**src/rtl/complex_mult_seq_pkg.sv**
```systemverilog
// Shared FSM state type for the sequential complex multiplier.
package complex_pkg;

  // Sequencer states: one product per M* state, DONE holds the result.
  typedef enum logic [2:0] {
    IDLE = 3'd0,
    M0   = 3'd1,
    M1   = 3'd2,
    M2   = 3'd3,
    M3   = 3'd4,
    DONE = 3'd5
  } state_t;

endpackage

```
**src/rtl/complex_mult_seq.sv**
```systemverilog
// Sequential complex multiplier: z = a*b (or a*conj(b)) using one shared
// DW x DW signed multiplier over four cycles, full-precision OW-bit result.
module complex_mult_seq
  import complex_pkg::*;
#(
  parameter  int DW = 8,
  localparam int OW = 2*DW+1
) (
  input  logic                 clk,
  input  logic                 rst_n,
  input  logic                 in_valid,
  output logic                 in_ready,
  input  logic                 conj,
  input  logic signed [DW-1:0] a_real,
  input  logic signed [DW-1:0] a_imag,
  input  logic signed [DW-1:0] b_real,
  input  logic signed [DW-1:0] b_imag,
  output logic                 out_valid,
  input  logic                 out_ready,
  output logic signed [OW-1:0] z_real,
  output logic signed [OW-1:0] z_imag
);

  state_t state_q, state_d;
  logic   accept;

  logic signed [DW-1:0] ar_q, ar_d, ai_q, ai_d, br_q, br_d, bi_q, bi_d;
  logic                 conj_q, conj_d;

  logic signed [DW-1:0]   mul_a, mul_b;
  logic signed [2*DW-1:0] prod;
  logic signed [OW-1:0]   prod_x;

  logic signed [OW-1:0] re_acc_q, re_acc_d, im_acc_q, im_acc_d;
  logic signed [OW-1:0] z_real_q, z_real_d, z_imag_q, z_imag_d;
  logic                 out_valid_q, out_valid_d;

  // State register; reset abandons any operation in flight.
  always_ff @(posedge clk or negedge rst_n) begin
    if (!rst_n) state_q <= IDLE;
    else        state_q <= state_d;
  end

  // Next state: fixed four-step sequence, DONE waits for the consumer.
  always_comb begin
    state_d = state_q;
    case (state_q)
      IDLE:    if (in_valid) state_d = M0;
      M0:      state_d = M1;
      M1:      state_d = M2;
      M2:      state_d = M3;
      M3:      state_d = DONE;
      DONE:    if (out_ready) state_d = in_valid ? M0 : IDLE;
      default: state_d = IDLE;
    endcase
  end

  // State outputs: input handshake and multiplier operand select.
  always_comb begin
    in_ready = (state_q == IDLE) || ((state_q == DONE) && out_ready);
    accept   = in_valid && in_ready;
    mul_a    = ar_q;
    mul_b    = br_q;
    case (state_q)
      M1:      begin mul_a = ai_q; mul_b = bi_q; end
      M2:      begin mul_a = ai_q; mul_b = br_q; end
      M3:      begin mul_a = ar_q; mul_b = bi_q; end
      default: ;
    endcase
  end

  // The single shared multiplier; product is exact in 2*DW bits, then
  // sign-extended so accumulation can never overflow.
  assign prod   = (2*DW)'(mul_a) * (2*DW)'(mul_b);
  assign prod_x = {prod[2*DW-1], prod};

  // Operand capture and the two accumulators.
  always_comb begin
    ar_d     = ar_q;
    ai_d     = ai_q;
    br_d     = br_q;
    bi_d     = bi_q;
    conj_d   = conj_q;
    re_acc_d = re_acc_q;
    im_acc_d = im_acc_q;
    if (accept) begin
      ar_d   = a_real;
      ai_d   = a_imag;
      br_d   = b_real;
      bi_d   = b_imag;
      conj_d = conj;
    end
    // conj(b) flips the sign of bi, i.e. of the ai*bi and ar*bi terms.
    case (state_q)
      M0:      re_acc_d = prod_x;
      M1:      re_acc_d = conj_q ? (re_acc_q + prod_x) : (re_acc_q - prod_x);
      M2:      im_acc_d = prod_x;
      M3:      im_acc_d = conj_q ? (im_acc_q - prod_x) : (im_acc_q + prod_x);
      default: ;
    endcase
  end

  // Result register: loaded leaving M3, held until consumed, retained after.
  always_comb begin
    z_real_d    = z_real_q;
    z_imag_d    = z_imag_q;
    out_valid_d = out_valid_q;
    if (state_q == M3) begin
      z_real_d    = re_acc_q;
      z_imag_d    = im_acc_d;
      out_valid_d = 1'b1;
    end else if ((state_q == DONE) && out_ready) begin
      out_valid_d = 1'b0;
    end
  end

  // Datapath and result flops.
  always_ff @(posedge clk or negedge rst_n) begin
    if (!rst_n) begin
      ar_q        <= '0;
      ai_q        <= '0;
      br_q        <= '0;
      bi_q        <= '0;
      conj_q      <= 1'b0;
      re_acc_q    <= '0;
      im_acc_q    <= '0;
      z_real_q    <= '0;
      z_imag_q    <= '0;
      out_valid_q <= 1'b0;
    end else begin
      ar_q        <= ar_d;
      ai_q        <= ai_d;
      br_q        <= br_d;
      bi_q        <= bi_d;
      conj_q      <= conj_d;
      re_acc_q    <= re_acc_d;
      im_acc_q    <= im_acc_d;
      z_real_q    <= z_real_d;
      z_imag_q    <= z_imag_d;
      out_valid_q <= out_valid_d;
    end
  end

  assign out_valid = out_valid_q;
  assign z_real    = z_real_q;
  assign z_imag    = z_imag_q;

endmodule

```
**config.mk**
```make
export PLATFORM = sky130hd
export DESIGN_NAME = complex_mult_seq
export DESIGN_NICKNAME = d
export VERILOG_FILES = /design/src/rtl/complex_mult_seq_pkg.sv /design/src/rtl/complex_mult_seq.sv
export SDC_FILE = /design/constraint.sdc
export NUM_CORES = 1
export LEC_CHECK = 0
export ABC_AREA = 1
export CORE_MARGIN = 8
export CORE_UTILIZATION = 50
export CTS_BUF_LIST = sky130_fd_sc_hd__clkbuf_4 sky130_fd_sc_hd__clkbuf_8
export DETAILED_ROUTE_END_ITERATION = 8
export GPL_ROUTABILITY_DRIVEN = 0
export PLACE_DENSITY = 0.83
export SLEW_MARGIN = 20
export SYNTH_ARGS = -nofsm -noshare
export SYNTH_HDL_FRONTEND = slang
export SYNTH_SLANG_ARGS = --single-unit
```
**constraint.sdc**
```tcl
create_clock -name clk -period 6.51 [get_ports clk]
set_clock_uncertainty 0.15 [all_clocks]
set_input_delay 0.9765 -clock clk [delete_from_list [all_inputs] [get_ports clk]]
set_output_delay 0.9765 -clock clk [all_outputs]
set_load 0.005 [all_outputs]
```
==> results_dict.tcl <==
set metrics [dict create \
    cts_sinks 105 \
    synth_top_area_share_pct 29.5 \
    violations "setup timing" \
    cts_tree "yes" \
    ant_nets 0 \
    synth.area.top_cells "dfrtp_1 29%, fa_1 13%, nand2_1 11%, inv_1 9.6%, ha_1 8.7%" \
    grt_pass1_wl_um 40500 \
    synth_ff_type "dfrtp_1" \
    firstDrtPassIters 5 \
    grt-ovfl-total 0 \
    fp.dieW_um 149 \
    timing.rr.start "state_q[1]" \
    synth.distinct_cells 47 \
    cp.arrival_ns 6.93 \
    initial_utilization_pct 50.3 \
    slowest_stage "fa_1" \
    yosys_warnings 0 \
    ys_ff_latch 105 \
    clkSlewWorstSetupHoldPaths_ns 0.10 \
    timing.fmax_mhz 147 \
    crit_top_cell "inv_1" \
    layout.cells.non_filler 1588 \
    max_stage_delay_ns 0.55 \
    placed_cell_area_mm2 0.0108 \
    yosys.area.top_type "dfrtp_1" \
    hold_viol_final 0 \
    drv_slew 0 \
    synthArstFlopShare_pct 100 \
    worstPathMaxFanout 7 \
    status "finished, violations left" \
    setup_ws_ns -0.276 \
    synth.net_count 1303 \
    synthCells 1147 \
    startpoint "state_q[1]" \
    vias_per_cell 5.56 \
    wl_per_cell_um 17.0 \
    clock_path_buffers 2 \
    core_mm2 0.0177 \
    layout_min_cycle_time_ns 6.79 \
    die_y_um 149 \
    ctsHoldBuffers 0 \
    netlist_area_mm2 0.00891 \
    end_kind "register" \
    htree_levels 3 \
    rsz0062_at_grt "yes" \
    drt_wl_total_um 27100 \
    drc_errors 0 \
    antenna_cells 0 \
    vias 8823 \
    worstSkewPairLatency_ns 0.40 \
    critPathKind "register to register" \
    setup_viol 12 \
    die-area_mm2 0.0223 \
    min_path_type "register to register" \
    yosys-top-cells-count "251 x nand2_1, 227 x inv_1, 105 x dfrtp_1, 104 x nor2_1, 67 x a21oi_1" \
    grt.total_usage_pct 22.3 \
    syn_area_per_cell_um2 7.77 \
    rows 49 \
    grt_pass1_vias 8487 \
    synth.most_common_cell "nand2_1" \
    port_buffers 72 \
    fin_nets 1512 \
    min_from "z_real[10]" \
    antenna_found_initial 0 \
    synth-edff-count 0 \
    cp-start-kind "register" \
    worst_pin_slew_ns 0.941 \
    layout-drive-gt1-share_pct 25.4 \
    dp_hpwl_um 18500 \
    place_inst 1556 \
    place_ws_ns -0.310 \
    required_ns 6.65 \
    maxCapViolCount 0 \
    ys_seq_area_share_pct 29.5 \
    cts_root_buf "clkbuf_8" \
    grt_max_degree 68 \
    fin_area_mm2 0.0119 \
    drtIter0Drc 860 \
    slew_headroom_pct 36.6 \
    io_pins 73 \
    syn2layout_area_growth_pct 33.0 \
    fin_crit_sh_pct 104 \
    reg2reg_slack_ns -0.28 \
    numCtsBuffers 9 \
]
sequential cells by signal (all words and copies together) (netlist names):
signal and cells:
ai_q 8, ar_q 8, bi_q 8, br_q 8
conj_q 1, im_acc_q 17, out_valid 1, re_acc_q 17
state_q 3, z_imag 17, z_real 17
final cells by class:
class | count | area, µm²
multi-input cells | 792 | 6040
fillers | 1228 | 5870
flip-flops and latches | 105 | 2630
repair buffers | 218 | 1860
inverters | 230 | 866
well taps | 229 | 287
clock buffers | 10 | 138
clock inverters | 4 | 28.8
placed cells by master, fill, tap and decap left out, drive strengths merged:
master,count
a211oi,1
nor2,111
clkinv,1
mux2i,1
nor4,3
o221ai,10
a21boi,2
o22ai,2
a31o,1
a31oi,4
ha,62
o21a,4
fa,57
a21oi,69
xnor2,7
nand3b,1
o211a,1
nand2,265
mux2,17
a21o,2
buf,147
nor3b,1
nand4,8
o211ai,16
o31ai,3
xor2,18
o21ai,55
clkinvlp,2
inv,231
dfrtp,105
nand3,52
clkdlybuf4s50,71
o21bai,4
nor3,8
clkbuf,10
or2,7
stage by stage:
| stage | util (%) | setup TNS, ns | hold slack, ns |
|---|---|---|---|
| 5_1_grt | 66.9 | -6.06 | 0.359 |
| 3_5_place_dp | 60.9 | -3.03 | 0.315 |
| 4_1_cts | 63.6 | 0 | 0.342 |
| 3_3_place_gp | 60.9 | -0.236 | 0.312 |
| 2_1_floorplan | - | 0 | 0.310 |
| 6_report | 66.9 | -1.58 | 0.336 |
critical path: cells and delay by family, from the launching register on:
family	cells	cell delay (ns)
AOI/OAI and AO/OA	4	0.48
DFF	1	0.45
xor gates and xnor gates	1	0.23
adders and majority gates	6	2.65
and+or+nand+nor	17	1.64
buffers and inverters	11	1.07
kinds of logic after synthesis:
family          share of synthesized area, %
simple gates                            22.0
buf+inv                                 10.6
compound gates                          11.4
fa+ha+maj                               21.5
flops                                   29.5
xor+xnor                                2.63
mux                                     2.26
final timing paths:
| kind | end | cells after the start |
|---|---|---|
| worst min register to register | z_real[10] | 2 |
| worst max register to register | re_acc_q[16] | 39 |
| max in group asynchronous | ar_q[5] | 2 |
| worst min-delay path | z_real[10] | 2 |
| min in group asynchronous | z_imag[14] | 1 |
| worst max-delay path | re_acc_q[16] | 39 |
routing by layer:
metal	part of all wire [%]	global-route usage [%]	up-vias
met2	47	35.7	461
met3	8.9	4.60	134
met5	0	0	-
li1	-	-	4028
met4	5.0	10.0	0
met1	39	28.6	4200
timing repair:
item | 4_1_cts | 5_1_grt
resized for setup | 68 | 110
gates cloned | 0 | 0
endpoints found under the setup margin | 20 | 28
pin swaps | 31 | 44
setup buffers | 11 | 8
Power is left out: the tool's default activity adds up to more than one toggle a clock period on the data nets, which glitch-free logic cannot reach.
